**src/rtl/mem_access_ctrl_if.sv**
```systemverilog
// Memory-side bus between the access controller and the data RAM.
//   m_req   : request held high for the whole access
//   m_we    : write enable (stable while m_req)
//   m_be    : byte enables (stable while m_req)
//   m_addr  : word-aligned address (stable while m_req)
//   m_wdata : lane-placed store data (stable while m_req)
//   m_rdata : read data, valid together with m_ack
//   m_ack   : one-cycle completion strobe from the RAM
// master = controller side, slave = RAM side.
interface mem_access_ctrl_if;
    logic        m_req;
    logic        m_we;
    logic [3:0]  m_be;
    logic [31:0] m_addr;
    logic [31:0] m_wdata;
    logic [31:0] m_rdata;
    logic        m_ack;

    modport master (
        output m_req, m_we, m_be, m_addr, m_wdata,
        input  m_rdata, m_ack
    );

    modport slave (
        input  m_req, m_we, m_be, m_addr, m_wdata,
        output m_rdata, m_ack
    );
endinterface

```
**src/rtl/mem_access_ctrl.sv**
```systemverilog
// Data-memory access controller between the MEM stage and a handshaked RAM.
// Accepts one aligned load/store at a time, holds the RAM bus stable until
// m_ack, captures read data for the 16-bit load-extension stage and stalls
// the pipeline while the access is in flight. Misaligned or conflicting
// requests pulse addr_err_o; an access with no ack for TIMEOUT_CYC busy
// cycles is aborted with a bus_err_o pulse.
// Ports:
//   clk, rst          : clock (rising edge), asynchronous active-high reset
//   mem_read_i        : load request
//   mem_write_i       : store request
//   half_i            : 1 = halfword access, 0 = word access
//   unsign_i          : zero-extend load
//   addr_i            : byte address
//   wdata_i           : store data (halfword in [15:0])
//   stall_o           : combinational pipeline hold
//   ld_word_o         : last captured read word
//   ld_half_sel_o     : latched addr[1] for half loads, 0 for word loads
//   ld_unsign_o       : latched unsign_i of the load
//   ld_valid_o        : one-cycle pulse, ld_* valid for this load
//   addr_err_o        : one-cycle pulse, misaligned or read+write conflict
//   bus_err_o         : one-cycle pulse, timeout abort
//   bus               : RAM bus (master modport)
module mem_access_ctrl #(
    parameter int TIMEOUT_CYC = 16,
    parameter int CNT_W       = 5
) (
    input  logic                     clk,
    input  logic                     rst,
    input  logic                     mem_read_i,
    input  logic                     mem_write_i,
    input  logic                     half_i,
    input  logic                     unsign_i,
    input  logic [31:0]              addr_i,
    input  logic [31:0]              wdata_i,
    output logic                     stall_o,
    output logic [31:0]              ld_word_o,
    output logic                     ld_half_sel_o,
    output logic                     ld_unsign_o,
    output logic                     ld_valid_o,
    output logic                     addr_err_o,
    output logic                     bus_err_o,
    mem_access_ctrl_if.master        bus
);

    typedef enum logic [1:0] {
        IDLE = 2'd0,
        BUSY = 2'd1,
        DONE = 2'd2
    } state_e;

    localparam logic [CNT_W-1:0] LAST_CNT = CNT_W'(TIMEOUT_CYC - 1);

    state_e            state_q, state_d;
    logic [CNT_W-1:0]  cnt_q, cnt_d;

    logic [29:0]       waddr_q;
    logic              we_q;
    logic [3:0]        be_q;
    logic [31:0]       wdata_q;
    logic              half_sel_q;
    logic              unsign_q;
    logic [31:0]       ld_word_q;
    logic              addr_err_q;
    logic              bus_err_q;

    logic              req_any;
    logic              conflict;
    logic              misalign;
    logic              idle_open;
    logic              accept;
    logic              reject;
    logic              timeout;
    logic              capture;
    logic [3:0]        be_d;
    logic [31:0]       wdata_d;

    // Request classification
    assign req_any  = mem_read_i | mem_write_i;
    assign conflict = mem_read_i & mem_write_i;
    assign misalign = half_i ? addr_i[0] : (addr_i[1:0] != 2'b00);

    // During the bus_err pulse the aborted access is still on the inputs;
    // let it retire with the error instead of re-issuing it.
    assign idle_open = (state_q == IDLE) && !bus_err_q;
    assign accept    = idle_open && req_any && !conflict && !misalign;
    assign reject    = idle_open && req_any && (conflict || misalign);

    assign timeout = (state_q == BUSY) && !bus.m_ack && (cnt_q == LAST_CNT);
    assign capture = (state_q == BUSY) && bus.m_ack && !we_q;

    // Lane placement: halfword goes to the lane picked by addr[1]; store data
    // is replicated so the RAM only needs the byte enables.
    always_comb begin
        be_d = 4'b1111;
        if (half_i) begin
            be_d = addr_i[1] ? 4'b1100 : 4'b0011;
        end
    end

    assign wdata_d = half_i ? {wdata_i[15:0], wdata_i[15:0]} : wdata_i;

    // FSM state register
    always_ff @(posedge clk or posedge rst) begin
        if (rst) begin
            state_q <= IDLE;
            cnt_q   <= '0;
        end else begin
            state_q <= state_d;
            cnt_q   <= cnt_d;
        end
    end

    // FSM next state, timeout counter and stall
    always_comb begin
        state_d = state_q;
        cnt_d   = cnt_q;
        stall_o = 1'b0;
        case (state_q)
            IDLE: begin
                if (accept) begin
                    state_d = BUSY;
                    cnt_d   = '0;
                    stall_o = 1'b1;
                end
            end
            BUSY: begin
                stall_o = 1'b1;
                // An ack on the last allowed cycle still completes normally.
                if (bus.m_ack) begin
                    state_d = DONE;
                end else if (cnt_q == LAST_CNT) begin
                    state_d = IDLE;
                    cnt_d   = '0;
                end else begin
                    cnt_d = cnt_q + 1'b1;
                end
            end
            DONE: begin
                state_d = IDLE;
            end
            default: begin
                state_d = IDLE;
            end
        endcase
    end

    // Latched access fields, captured read word and error pulses
    always_ff @(posedge clk or posedge rst) begin
        if (rst) begin
            waddr_q    <= '0;
            we_q       <= 1'b0;
            be_q       <= '0;
            wdata_q    <= '0;
            half_sel_q <= 1'b0;
            unsign_q   <= 1'b0;
            ld_word_q  <= '0;
            addr_err_q <= 1'b0;
            bus_err_q  <= 1'b0;
        end else begin
            addr_err_q <= reject;
            bus_err_q  <= timeout;
            if (accept) begin
                waddr_q <= addr_i[31:2];
                we_q    <= mem_write_i;
                be_q    <= be_d;
                wdata_q <= wdata_d;
                // Load-extension controls only follow loads so a store in
                // between does not disturb what the last load reported.
                if (mem_read_i) begin
                    half_sel_q <= half_i & addr_i[1];
                    unsign_q   <= unsign_i;
                end
            end
            if (capture) begin
                ld_word_q <= bus.m_rdata;
            end
        end
    end

    // RAM bus: m_req follows the state so it drops the moment reset hits.
    assign bus.m_req   = (state_q == BUSY);
    assign bus.m_we    = we_q;
    assign bus.m_be    = be_q;
    assign bus.m_addr  = {waddr_q, 2'b00};
    assign bus.m_wdata = wdata_q;

    // Load-extension side
    assign ld_word_o     = ld_word_q;
    assign ld_half_sel_o = half_sel_q;
    assign ld_unsign_o   = unsign_q;
    assign ld_valid_o    = (state_q == DONE) && !we_q;
    assign addr_err_o    = addr_err_q;
    assign bus_err_o     = bus_err_q;

endmodule

```
**src/flat_wrapper.sv**
```systemverilog
// flat-port wrapper written by rule: the top's interface ports become plain ports
module mem_access_ctrl_flat 
#(
    parameter int TIMEOUT_CYC = 16,
    parameter int CNT_W       = 5
)
  (clk, rst, mem_read_i, mem_write_i, half_i, unsign_i, addr_i, wdata_i, stall_o, ld_word_o, ld_half_sel_o, ld_unsign_o, ld_valid_o, addr_err_o, bus_err_o, bus_m_req, bus_m_we, bus_m_be, bus_m_addr, bus_m_wdata, bus_m_rdata, bus_m_ack);
  mem_access_ctrl_if bus_i ();
  input  logic clk;
  input  logic rst;
  input  logic mem_read_i;
  input  logic mem_write_i;
  input  logic half_i;
  input  logic unsign_i;
  input  logic [31:0] addr_i;
  input  logic [31:0] wdata_i;
  output logic stall_o;
  output logic [31:0] ld_word_o;
  output logic ld_half_sel_o;
  output logic ld_unsign_o;
  output logic ld_valid_o;
  output logic addr_err_o;
  output logic bus_err_o;
  output wire logic [$bits(bus_i.m_req)-1:0] bus_m_req;
  output wire logic [$bits(bus_i.m_we)-1:0] bus_m_we;
  output wire logic [$bits(bus_i.m_be)-1:0] bus_m_be;
  output wire logic [$bits(bus_i.m_addr)-1:0] bus_m_addr;
  output wire logic [$bits(bus_i.m_wdata)-1:0] bus_m_wdata;
  input wire logic [$bits(bus_i.m_rdata)-1:0] bus_m_rdata;
  input wire logic [$bits(bus_i.m_ack)-1:0] bus_m_ack;
  assign bus_m_req = bus_i.m_req;
  assign bus_m_we = bus_i.m_we;
  assign bus_m_be = bus_i.m_be;
  assign bus_m_addr = bus_i.m_addr;
  assign bus_m_wdata = bus_i.m_wdata;
  assign bus_i.m_rdata = bus_m_rdata;
  assign bus_i.m_ack = bus_m_ack;
  mem_access_ctrl #(.TIMEOUT_CYC(TIMEOUT_CYC), .CNT_W(CNT_W)) u_core (.clk(clk), .rst(rst), .mem_read_i(mem_read_i), .mem_write_i(mem_write_i), .half_i(half_i), .unsign_i(unsign_i), .addr_i(addr_i), .wdata_i(wdata_i), .stall_o(stall_o), .ld_word_o(ld_word_o), .ld_half_sel_o(ld_half_sel_o), .ld_unsign_o(ld_unsign_o), .ld_valid_o(ld_valid_o), .addr_err_o(addr_err_o), .bus_err_o(bus_err_o), .bus(bus_i));
endmodule
```
**config.mk**
```make
export PLATFORM = sky130hd
export DESIGN_NAME = mem_access_ctrl_flat
export DESIGN_NICKNAME = d
export VERILOG_FILES = /design/src/rtl/mem_access_ctrl_if.sv /design/src/rtl/mem_access_ctrl.sv /design/src/flat_wrapper.sv
export SDC_FILE = /design/constraint.sdc
export NUM_CORES = 1
export LEC_CHECK = 0
export ABC_CLOCK_PERIOD_IN_PS = 6680
export BUFFER_PORTS_ARGS = -buffer_cell sky130_fd_sc_hd__buf_4
export CAP_MARGIN = 10
export CORE_ASPECT_RATIO = 1.75
export CORE_MARGIN = 1.5
export CORE_UTILIZATION = 45
export DETAILED_ROUTE_END_ITERATION = 7
export GPL_ROUTABILITY_DRIVEN = 0
export PLACE_DENSITY = 0.89
export SKIP_LAST_GASP = 1
export SYNTH_ARGS = -nofsm -noshare
export SYNTH_HDL_FRONTEND = slang
export SYNTH_SLANG_ARGS = --single-unit
```
**constraint.sdc**
```tcl
create_clock -name clk -period 6.68 [get_ports clk]
set_input_delay 0.668 -clock clk [delete_from_list [all_inputs] [get_ports clk]]
set_output_delay 0.668 -clock clk [all_outputs]
set_load 0.01 [all_outputs]
```
## Word level (Yosys, flattened, before mapping)

Index checks and enable logic that the tools add are counted.

- Memories: 0
- Output and inout port bits: 108
- Word-level logic and storage cells: 57
- Bits in registers: 110
- Bits in writable memories: 0
- Latch bits: 0
- Input bits: 103
- Memory bits (read-only): 0

- Shift-type cells: 0
- Reduce and logical (&&, ||, !) cells: 22
- Multiply operators: 0
- Bitwise operators: 3
- $lt $le $gt $ge: 0
- Add/subtract/negate cells: 1
- Divide/modulo/power cells: 0
- Muxes and demuxes: 14
- Equality and inequality tests: 6

Operator list:

| cell | count |
|---|---|
| 32-bit 2-to-1 mux | 1 |
| 5-bit 2-to-1 mux | 3 |
| 1-bit logical AND | 10 |
| 5-bit one-hot mux with 2 select lines | 1 |
| 4-bit 2-to-1 mux | 2 |
| 2-bit 2-to-1 mux | 3 |
| 5-bit by 1-bit adder with 5-bit output, second input constant | 1 |
| 5-bit by 4-bit equality test with 1-bit output, second input constant | 1 |
| 1-bit logical NOT | 5 |
| 2-bit one-hot mux with 2 select lines | 1 |
| 2-bit AND reduction | 2 |
| 2-bit nonzero test | 2 |
| 3-bit by 1-bit != test with 1-bit output, second input constant | 1 |
| 3-bit AND reduction | 1 |
| 1-bit bitwise AND | 2 |
| 2-bit by 1-bit equality test with 1-bit output, second input constant | 1 |
| 2-bit equality test, second input constant | 1 |
| 2-bit logical NOT | 1 |
| 1-bit 2-to-1 mux | 2 |
| 2-bit by 1-bit != test with 1-bit output, second input constant | 1 |
| 2-bit != test, second input constant | 1 |
| 1-bit one-hot mux with 2 select lines | 1 |
| 1-bit logical OR | 1 |
| 1-bit OR | 1 |

## Depth between registers and ports, before layout

- Depth after elaboration: 7
- Gate-level depth with buffers: 7
- Gate-level depth less buffers: 5

## Worst setup path before layout

No wires, ideal clock.

- Path type: input to output
- Start: in mem_write_i
- End: out stall_o
- Cell stages on the path: 6
- Slack: 4.400 ns
- Arrival: 1.612 ns
- Path buffers: 2
- Data required time: 6.012 ns
- Cells stage by stage: xor2_1 and4b_1 buf_4 buf_2 nor2_1 nor2_1

- Longest elaborated chain between the ends: 6
- Elaborated cells on any way between the ends: 8
- Classes of those cells: mux (2); bitwise (2); reduce/logical (4)

Ends and longest elaborated chain:

| item | RTL line | source |
|---|---|---|
| from (decl) | flat_wrapper.sv:12 | `input logic mem_write_i;` |
| 1-bit OR or 1-bit bitwise AND (tied branches) | mem_access_ctrl.sv:78, mem_access_ctrl.sv:79 |  |
| 1-bit logical AND or 1-bit logical NOT (tied branches) | mem_access_ctrl.sv:85 | `assign accept = idle_open && req_any && !conflict && !misalign;` |
| 1-bit logical AND (*) (2 in series) | mem_access_ctrl.sv:85 |  |
| 1-bit 2-to-1 mux (*) | mem_access_ctrl.sv:120 | `if (accept) begin` |
| 1-bit one-hot mux with 2 select lines (*) | mem_access_ctrl.sv:118 | `case (state_q)` |
| to (decl) | flat_wrapper.sv:17 | `output logic stall_o;` |

Every way passes the cells marked *; elsewhere a longest branch is shown, timed or not.

## Final worst setup path

- Start: in half_i
- End: out stall_o

- Longest elaborated chain between the ends: 5

Ends and longest elaborated chain:

| item | RTL line | source |
|---|---|---|
| from (decl) | flat_wrapper.sv:13 | `input logic half_i;` |
| 1-bit 2-to-1 mux | mem_access_ctrl.sv:80 | `assign misalign = half_i ? addr_i[0] : (addr_i[1:0] != 2'b00);` |
| 1-bit logical NOT | mem_access_ctrl.sv:85 |  |
| 1-bit logical AND | mem_access_ctrl.sv:85 |  |
| 1-bit 2-to-1 mux | mem_access_ctrl.sv:120 |  |
| 1-bit one-hot mux with 2 select lines | mem_access_ctrl.sv:118 |  |

No other way between the ends.

==> results.ini <==
[status]
status = completed

[worst_hold_path]
hold_path.class = in -> async

[worst_setup_path]
worst_ep_required_time_ps = 6010
worstRegToRegCells = 5
endpoint_kind = output port
crit_fanout = 20
critPathArrivalTime_ps = 1710
critical_path_class = in -> out
r2r_slack_ps = 4310
startpoint_type = primary input

[grt]
grtUsageTotal = 0.206
grt_max_degree = 72
grt_pass1_vias = 3388
overflow = 0
grt_pass1_wl_um = 16700
antenna_found_initial = 0

[yosys]
synth_flop_cell = dfrtp_1
synth_top_area_share = 0.602
synth_edf_count = 0
syn_area_um2 = 4490
synthAdderAreaFrac = 0.00502
yosys.cell_types.count = 39
synth_most_common_cell = dfrtp_1
yosysTopAreaCell = dfrtp_1
avgSynthCellArea_um2 = 14.8
yosysSeqAreaShare = 0.602
synth-compound-area-share = 0.0337
synthCells = 304
synth_mux_area_frac = 0.261
synth_area_leaders = dfrtp_1 (60%), mux2_2 (13%), mux2_4 (10%), mux2i_1 (3.6%), nor2_1 (1.9%)
ys_seq_elements = 108
async_flop_share = 1.00
synth_top_family_by_area = multiplexers
synth_warnings = 0
yosys.area_share.simple = 0.0563
synth-xor-area-share = 0.00195
netlist_top_cells_count = dfrtp_1 (108), mux2_2 (50), mux2_4 (30)

[sta]
skew_ps = 6.52
setup_viol = 0
period_minus_slack_ps = 2380
max_freq_mhz = 421
min_period_over_period = 0.356
slew_headroom = 0.174
finalSetupTns_ps = 0
rsz0062_at_grt = false
finalMaxSlewViolations = 0
hold_viol = 0
worstMarginPinSlew_ps = 1240

[floorplan]
chipWidth_um = 78.5
rows = 48
die_y_um = 135
start_util = 0.459
die_area_um2 = 10600
coreArea_um2 = 9790
io_pins = 211

[pwr]
finalPower_w = 0.00256
power_density_nw_per_um2 = 401
ir_drop_mv = 0.200
leakagePower_nw = 3.16

[routing]
drt_iter0_drc = 139
firstDrtPassIters = 4
vias = 3203
postRouteAntennaNets = 0
drc = 0
routedWlPerCell_um = 17.0
viasPerCell = 5.01
routed_wl_um = 10900

[clocking]
clk_pin_slew_worst_paths_ps = 70
cts_tree = done
cts-root-buf = clkbuf_16
clock_latency_ps = 340
post_cts_buffers = 0
cts.sinks = 108
cts_hold_buf = 0
clk_path_buf_depth = 2
htreeDepth = 3
cts.repair.resized = 0
cts_made_buffers = 9

[cells_and_area]
diodes = 0
drive_above_1_share = 0.613
fin_nets = 613
syn_to_final_growth_pct = 42.2

[flow_run]
maxCapViolCount = 0

[placed_design]
portBuffers = 208
hpwl_um = 8050

-- routing by layer --
metal / part of all wire / vias to the layer above / global-route usage
met5: 0 / - / 0
met4: 0.033 / 0 / 0.0972
met3: 0.061 / 21 / 0.0505
met2: 0.55 / 129 / 0.371
met1: 0.36 / 1590 / 0.224
li1: - / 1463 / -
-- logic make-up (layout without fill, tap and decap cells) --
group	after synthesis	after routing
other cells	1	2
mux	96	96
xor+xnor	1	1
fa+ha+maj	2	2
simple gates	47	47
compound gates	26	26
flops	108	108
buf+inv	23	232
-- worst paths after layout --
kind / startpoint / endpoint
setup / recovery: half_i / stall_o
hold / removal: rst / u_core.ld_word_o[2]$_DFFE_PP0P_
setup reg to reg: u_core.state_q[1]$_DFFE_PP0P_ / u_core.ld_word_o[29]$_DFFE_PP0P_
hold reg to reg: u_core.ld_half_sel_o$_DFFE_PP0P_ / u_core.ld_half_sel_o$_DFFE_PP0P_
max in group asynchronous: rst / u_core.cnt_q[2]$_DFFE_PP0P_
min in group clk: u_core.ld_half_sel_o$_DFFE_PP0P_ / u_core.ld_half_sel_o$_DFFE_PP0P_
-- through the flow --
step | utilization | cells | hold WS [ps] | area (µm²) | setup WS (ps)
detailed placement | 0.622 | 623 | 467 | 6080 | 4210
global placement | 0.622 | 623 | 467 | 6080 | 4300
floorplan | - | 305 | 484 | 4490 | 3170
global route | 0.652 | 639 | 380 | 6380 | 4200
CTS | 0.652 | 639 | 360 | 6380 | 4290
finish | 0.652 | 639 | 348 | 6380 | 4300
-- cell type report --
class,instances,area [µm²]
clock buffers,10,229
fillers,726,3400
repair buffers,212,1590
multi-input cells,174,1620
flip-flops and latches,108,2700
inverters,4,17.5
well taps,125,156
clock inverters,6,71.3
-- critical path, cell delays in order --
cell and delay (ps):
buf_4 290, nand2b_1 200, and4b_1 240, nor2_1 50
nor2_1 120, buf_4 140
-- layout by cell type (no fill, tap or decap), drive strengths merged, types with 2 or more instances in the layout --
cell type  count
nor3           2
nand2          6
buf          212
o21ai          2
inv            6
dfrtp        108
conb           2
nand3          3
clkinv         2
clkbuf        10
mux2i         16
a31oi          3
and2           2
a21oi         16
nand2b         3
and4           2
nor2          23
mux2          80
-- registers in the layout (all words and copies together) (netlist names), 2 cells and up --
name / cells
u_core.waddr_q: 30
u_core.bus.m_wdata: 32
u_core.state_q: 2
u_core.cnt_q: 5
u_core.ld_word_o: 32
u_core.bus.m_be: 2
-- where the power goes --
part	internal, W	switching (W)	total [W]
clock	0.000295	0.000236	0.000531
combinational	0.000584	0.000379	0.000963
sequential	0.000907	0.000157	0.00106
total	0.00179	0.000772	0.00256
(Power assumes the default switching activity.)
